--- src/rtl/divider_iterative.sv ---
// Radix-2 restoring divider for RV32M DIV/DIVU/REM/REMU, one quotient bit per clock.
// Latency: 33 cycles from accepted startE to ready; divide-by-zero and signed overflow take 1 cycle.
// Backpressure: none; startE is ignored while busy, and div_use stalls the pipeline during the divide.
module divider_iterative #(
    parameter int WIDTH = 32,
    parameter int CNT_W = 5
) (
    input  logic             clk,
    input  logic             rst,
    input  logic             startE,
    input  logic [1:0]       div_opcode,
    input  logic [WIDTH-1:0] operand1,
    input  logic [WIDTH-1:0] operand2,
    output logic [WIDTH-1:0] result_divide,
    output logic             ready,
    output logic             div_use
);

    typedef enum logic [1:0] {IDLE, CALC, DONE} state_t;

    state_t             state, state_nxt;
    logic [CNT_W-1:0]   counter;
    logic [WIDTH-1:0]   quo, rem, dvsr;
    logic               is_rem, neg_quo, neg_rem;

    logic               is_signed, op1_neg, op2_neg;
    logic [WIDTH-1:0]   op1_mag, op2_mag;
    logic               div_zero, sgn_ovf, special;
    logic [WIDTH-1:0]   special_res;

    logic [WIDTH:0]     rem_sh, diff;
    logic [WIDTH-1:0]   quo_step, rem_step, quo_fix, rem_fix, final_res;
    logic               last_step;

    // Request decode: operand magnitudes and the two results that skip iteration
    always_comb begin
        is_signed   = ~div_opcode[0];
        op1_neg     = is_signed & operand1[WIDTH-1];
        op2_neg     = is_signed & operand2[WIDTH-1];
        op1_mag     = op1_neg ? -operand1 : operand1;
        op2_mag     = op2_neg ? -operand2 : operand2;
        div_zero    = (operand2 == '0);
        sgn_ovf     = is_signed && (operand1 == {1'b1, {(WIDTH-1){1'b0}}}) && (operand2 == '1);
        special     = div_zero | sgn_ovf;
        if (div_zero)
            special_res = div_opcode[1] ? operand1 : '1;
        else
            special_res = div_opcode[1] ? '0 : {1'b1, {(WIDTH-1){1'b0}}};
    end

    // One restoring step plus the sign fixup applied on the final step
    always_comb begin
        rem_sh    = {rem, quo[WIDTH-1]};
        diff      = rem_sh - {1'b0, dvsr};
        quo_step  = {quo[WIDTH-2:0], ~diff[WIDTH]};
        rem_step  = diff[WIDTH] ? rem_sh[WIDTH-1:0] : diff[WIDTH-1:0];
        quo_fix   = neg_quo ? -quo_step : quo_step;
        rem_fix   = neg_rem ? -rem_step : rem_step;
        final_res = is_rem ? rem_fix : quo_fix;
        last_step = (counter == CNT_W'(WIDTH - 1));
    end

    // State register
    always_ff @(posedge clk or negedge rst) begin
        if (!rst)
            state <= IDLE;
        else
            state <= state_nxt;
    end

    // Next state, ready pulse and stall request; ready and div_use are exclusive by state
    always_comb begin
        state_nxt = state;
        ready     = 1'b0;
        div_use   = 1'b0;
        case (state)
            IDLE: begin
                if (startE) begin
                    div_use   = ~special;
                    state_nxt = special ? DONE : CALC;
                end
            end
            CALC: begin
                div_use = 1'b1;
                if (last_step)
                    state_nxt = DONE;
            end
            DONE: begin
                ready     = 1'b1;
                state_nxt = IDLE;
            end
            default: state_nxt = IDLE;
        endcase
    end

    // Datapath: load on accept, iterate in CALC, register result on entry to DONE
    always_ff @(posedge clk or negedge rst) begin
        if (!rst) begin
            counter       <= '0;
            quo           <= '0;
            rem           <= '0;
            dvsr          <= '0;
            is_rem        <= 1'b0;
            neg_quo       <= 1'b0;
            neg_rem       <= 1'b0;
            result_divide <= '0;
        end else begin
            case (state)
                IDLE: begin
                    if (startE) begin
                        is_rem  <= div_opcode[1];
                        neg_quo <= op1_neg ^ op2_neg;
                        neg_rem <= op1_neg;
                        quo     <= op1_mag;
                        rem     <= '0;
                        dvsr    <= op2_mag;
                        counter <= '0;
                        if (special)
                            result_divide <= special_res;
                    end
                end
                CALC: begin
                    quo     <= quo_step;
                    rem     <= rem_step;
                    counter <= counter + CNT_W'(1);
                    if (last_step)
                        result_divide <= final_res;
                end
                default: ;
            endcase
        end
    end

endmodule

--- config.mk ---
export PLATFORM = sky130hd
export DESIGN_NAME = divider_iterative
export DESIGN_NICKNAME = d
export VERILOG_FILES = /design/src/rtl/divider_iterative.sv
export SDC_FILE = /design/constraint.sdc
export NUM_CORES = 1
export LEC_CHECK = 0
export CAP_MARGIN = 20
export CORE_MARGIN = 2
export CORE_UTILIZATION = 33
export DETAILED_ROUTE_END_ITERATION = 6
export GPL_ROUTABILITY_DRIVEN = 0
export GPL_TIMING_DRIVEN = 1
export SLEW_MARGIN = 25
export SYNTH_ARGS = -nofsm -noshare
export SYNTH_HDL_FRONTEND = slang
export SYNTH_SLANG_ARGS = --single-unit
--- constraint.sdc ---
create_clock -name clk -period 5.5 [get_ports clk]
set_input_delay 1.65 -clock clk [delete_from_list [all_inputs] [get_ports clk]]
set_output_delay 1.65 -clock clk [all_outputs]
set_load 0.02 [all_outputs]
==> metrics.csv, run 1 <==
stage,metric,value,unit
flow_run,Max Cap Viol,0,
worst_setup_path,crit path cell chain,buf_6 -> or4_4 -> nor4_4 -> nand2_2 -> or4_4 -> or3_4 -> o21bai_4 -> or2_4 -> nand2_4 -> buf_6,
final_layout,nets,1760,
power_and_ir_drop,Logic pwr share,0.699,
die,I/O pin cnt,103,
power_and_ir_drop,Internal,5.25,mW
yosys,post-synthesis cell type count,88,
final_layout,"Core Util, Final",0.422,
hold_path,Worst Hold Class,reg -> reg,
yosys,post-synthesis mux area share,0.0292,
placed_design,IO Port Bufs,102,
worst_setup_path,Worst R2R Path Depth,23,
worst_setup_path,CP top delay family,simple AND/OR/NAND/NOR gates,
final_layout,synth-to-layout area growth,25.8,%
final_layout,Fillers,3464,
placed_design,dpl cell area,13800,µm²
yosys,post-synthesis xor/xnor area fraction,0.105,
yosys,Synth Register Bits,138,
power_and_ir_drop,net switching power,5.93,mW
yosys,number of flops mapped to enable cells by yosys,0,
route,drt pass-1 iters,5,
clock_network,H-Tree Depth,4,
timing,clock skew,0.0148,ns
power_and_ir_drop,Clock power frac,0.110,
clock_network,Root Buffer,clkbuf_16,
outcome,status,"finished, violations left",
clock_network,TritonCTS Sinks,138,
timing,period utilization,1.00,
final_layout,ant diodes,0,
timing,Fin. Hold Viols,0,
power_and_ir_drop,sw frac,0.530,
placed_design,dpl hpwl,29600,µm
die,DIE HEIGHT,192,µm
worst_setup_path,startpoint class of the critical path,input port,
yosys,Avg Synthesized Cell Area,7.83,µm²
final_layout,"commonest non-fill, non-tap cell in the layout",nand2_1,
power_and_ir_drop,Max VDD drop,0.502,mV
timing,RSZ-0062 raised after global routing,true,
timing,final worst slack,-0.00918,ns
power_and_ir_drop,part of the power in registers,0.190,
hold_path,Hold Path Sink,result_divide[4],
yosys,ys async rst share,1.00,
final_layout,Final Instance Area,14600,µm²
yosys,"Seq/Total Area, Yosys",0.298,
route,Iteration-0 DRC Markers,1158,
die,DIE AREA,36700,µm²
worst_setup_path,Crit path arrival time,3.86,ns
route,antenna-violating nets left,0,
worst_setup_path,worst-path maximum fanout,2,
worst_setup_path,worst flop-to-flop path endpoint,result_divide[22],
global_route,total track usage,0.213,
final_layout,share of layout cells above drive strength 1,0.142,
die,Starting Density,0.335,
worst_setup_path,WS Path Type,in -> out,
clock_network,Worst-path clk slew,0.06,ns
timing,Tmin final,5.51,ns
route,Avg WL per Cell,18.4,µm
yosys,post-synthesis compound-gate area fraction,0.272,
worst_setup_path,FF-to-FF Start,quo[31],
final_layout,most frequent cells in the layout,"171 x nand2_1, 170 x o21ai_0, 138 x dfrtp_1",
worst_setup_path,internal reg-to-reg setup slack,0.23,ns
yosys,main combinational cell family by area after synthesis,compound AO/OA/AOI/OAI gates,
outcome,failing checks,setup timing,
hold_path,hold path cells,2,
timing,Max Freq,182,MHz
power_and_ir_drop,Design Power,11.2,mW
timing,Total Neg Setup Slack,-0.00918,ns
power_and_ir_drop,PwrDens,766,nW/µm²
yosys,Mapped Cells,1483,
hold_path,hold_sp,result_divide[4],
yosys,Yosys Warn Count,0,
route,final WL,39100,µm
worst_setup_path,Required @ worst endpoint,3.85,ns
power_and_ir_drop,Pleak,5.94,nW
clock_network,worst skew pair latency,0.44,ns
clock_network,CTS Buffer Depth,2,
timing,Tightest Pin Transition,0.954,ns
final_layout,fin cells,2119,
worst_setup_path,max incr delay on CP,0.54,ns
placed_design,placed insts,2075,
route,vias,11900,
yosys,Post-Synth Simple-Gate Area,0.199,
worst_setup_path,Crit-path slowest cell,or4_4,
yosys,post-synthesis adder-cell area fraction,0.0438,
yosys,Post-synth top flop,dfrtp_1,
yosys,syn nets,1592,
global_route,first-pass GRT wire length,61800,µm
yosys,Mapped Area,11600,µm²
global_route,initial antenna violation count,1,
timing,slew margin rel.,0.348,
timing,Setup Viol. Count Final,1,
clock_network,CTS Buf Count,17,
die,# rows,68,
timing,Final Max Slew Viols,0,
route,DRC,0,
worst_setup_path,Worst Setup End Kind,primary output,
die,Die Span X,192,µm
global_route,vias in the first global route,11400,
global_route,largest net degree at the start of global routing,88,
worst_setup_path,CP bufs+invs,2,
route,vias per cell,5.63,
die,core box area,34600,µm²
global_route,total grt overflow,0,
clock_network,CTS tree,built,
==> how the worst max path moves through the flow <==
stage | startpoint | endpoint | slack [ns] | cells after the start
3_5_place_dp | operand1[6] | div_use | -0.99 | 10
6_report | operand1[9] | div_use | -0.009 | 10
3_3_place_gp | operand1[6] | div_use | -0.93 | 10
4_1_cts | operand1[9] | div_use | -0.09 | 10
5_1_grt | operand1[2] | div_use | -0.08 | 10
2_1_floorplan | operand2[0] | div_use | 0.06 | 10
==> state kept, by name, summed over array words and instances, names as in the netlist <==
| name | flops |
|---|---|
| dvsr | 32 |
| quo | 32 |
| rem | 32 |
| result_divide | 32 |
| counter | 5 |
| state | 2 |
| is_rem | 1 |
| neg_quo | 1 |
| neg_rem | 1 |
==> through the flow <==
stage          hold WS [ns]  worst slack [ns]
4_1_cts               0.485           -0.0856
5_1_grt               0.502           -0.0766
2_1_floorplan         0.449            0.0650
3_5_place_dp          0.470            -0.985
6_report              0.478          -0.00918
3_3_place_gp          0.465            -0.935
==> synth_stat cells, types with 8 or more instances <==
cell	instances	share of area
nand2_1	174	0.056
o21ai_0	170	0.073
dfrtp_1	138	0.30
a21oi_1	120	0.052
nor2_1	120	0.039
xnor2_1	78	0.059
clkbuf_1	68	0.022
inv_1	61	0.020
xor2_1	58	0.044
ha_1	39	0.042
nor3_1	37	0.016
o31ai_1	27	0.017
mux2i_1	26	0.022
a22oi_1	23	0.015
nand4_1	23	0.012
nand3_1	22	0.0095
o22ai_1	22	0.012
o41ai_1	19	0.014
nor4_1	16	0.0086
a31oi_1	15	0.0081
nand2b_1	15	0.0081
a211oi_1	14	0.0091
o211ai_1	13	0.0084
or3_1	13	0.0070
or4_1	11	0.0071
a221oi_1	10	0.0075
a21o_1	9	0.0058
buf_2	9	0.0039
and2_1	8	0.0043
and3_1	8	0.0043
==> power groups by stage <==
stage	registers (mW)	clock network, mW	logic (mW)
4_1_cts	2.11	1.25	7.68
6_report	2.13	1.23	7.82
5_1_grt	2.19	1.30	8.62
2_1_floorplan	1.92	0	5.75
3_5_place_dp	2.12	0	7.63
3_3_place_gp	2.11	0	7.52
==> metal layers <==
metal,vias to the layer above,wire (µm),GRT usage
met5,-,13,0
met4,2,1200,0.0760
met3,66,2040,0.0329
met2,363,18500,0.354
met1,5754,17300,0.281
li1,5739,-,-
==> worst reg2reg max path, stage by stage, from the launching register on <==
cell and delay [ns]:
dfrtp_1 0.44, inv_1 0.07, ha_1 0.22, fa_2 0.39, nor2b_4 0.14, o31ai_2 0.08
a32o_2 0.31, o31ai_4 0.30, a31oi_4 0.16, xnor2_4 0.29, inv_4 0.14, a21oi_2 0.19
ha_2 0.23, nand2_1 0.07, a221oi_2 0.25, nand4_1 0.20, nor4_2 0.26, buf_4 0.16
nand4_1 0.16, a2111oi_1 0.51, buf_4 0.19, nor3_1 0.03, o21ai_0 0.21, a21oi_1 0.10
==> final cells by class <==
| class | count | area, µm² | share of cell area |
|---|---|---|---|
| clock buffers | 18 | 429 | 0.0294 |
| clock inverters | 14 | 185 | 0.0127 |
| inverters | 63 | 239 | 0.0164 |
| multi-input cells | 1195 | 7680 | 0.526 |
| flip-flops and latches | 138 | 3450 | 0.237 |
| well taps | 455 | 569 | 0.0390 |
| repair buffers | 236 | 2050 | 0.140 |
==> cells by family (layout without fill, tap and decap cells) <==
kind of cell / after synthesis / after routing
flip-flops: 138 / 138
multiplexers: 33 / 33
AO/OA/AOI/OAI: 503 / 503
adder cells (fa/ha/maj): 40 / 40
buffers and inverters: 150 / 331
AND/OR/NAND/NOR: 482 / 482
XOR/XNOR: 137 / 137
==> repair_timing <==
| action | in CTS | in global routing |
|---|---|---|
| hold buffers | 0 | 0 |
| buffers inserted | 5 | 6 |
| endpoints found under the setup margin | 1 | 6 |
| gates resized for setup | 43 | 28 |
| pin swaps | 13 | 14 |
Note: power is estimated with default switching activity, not from simulation.
==> run 2: changes to the inputs <==
--- a/config.mk
+++ b/config.mk
@@ -8,6 +8,7 @@
 export CAP_MARGIN = 20
 export CORE_MARGIN = 2
 export CORE_UTILIZATION = 33
+export CTS_CLUSTER_DIAMETER = 100
 export DETAILED_ROUTE_END_ITERATION = 6
 export GPL_ROUTABILITY_DRIVEN = 0
 export GPL_TIMING_DRIVEN = 1
==> results of run 2 <==
No change in the layout: final DEF, timing and power equal those of run 1.
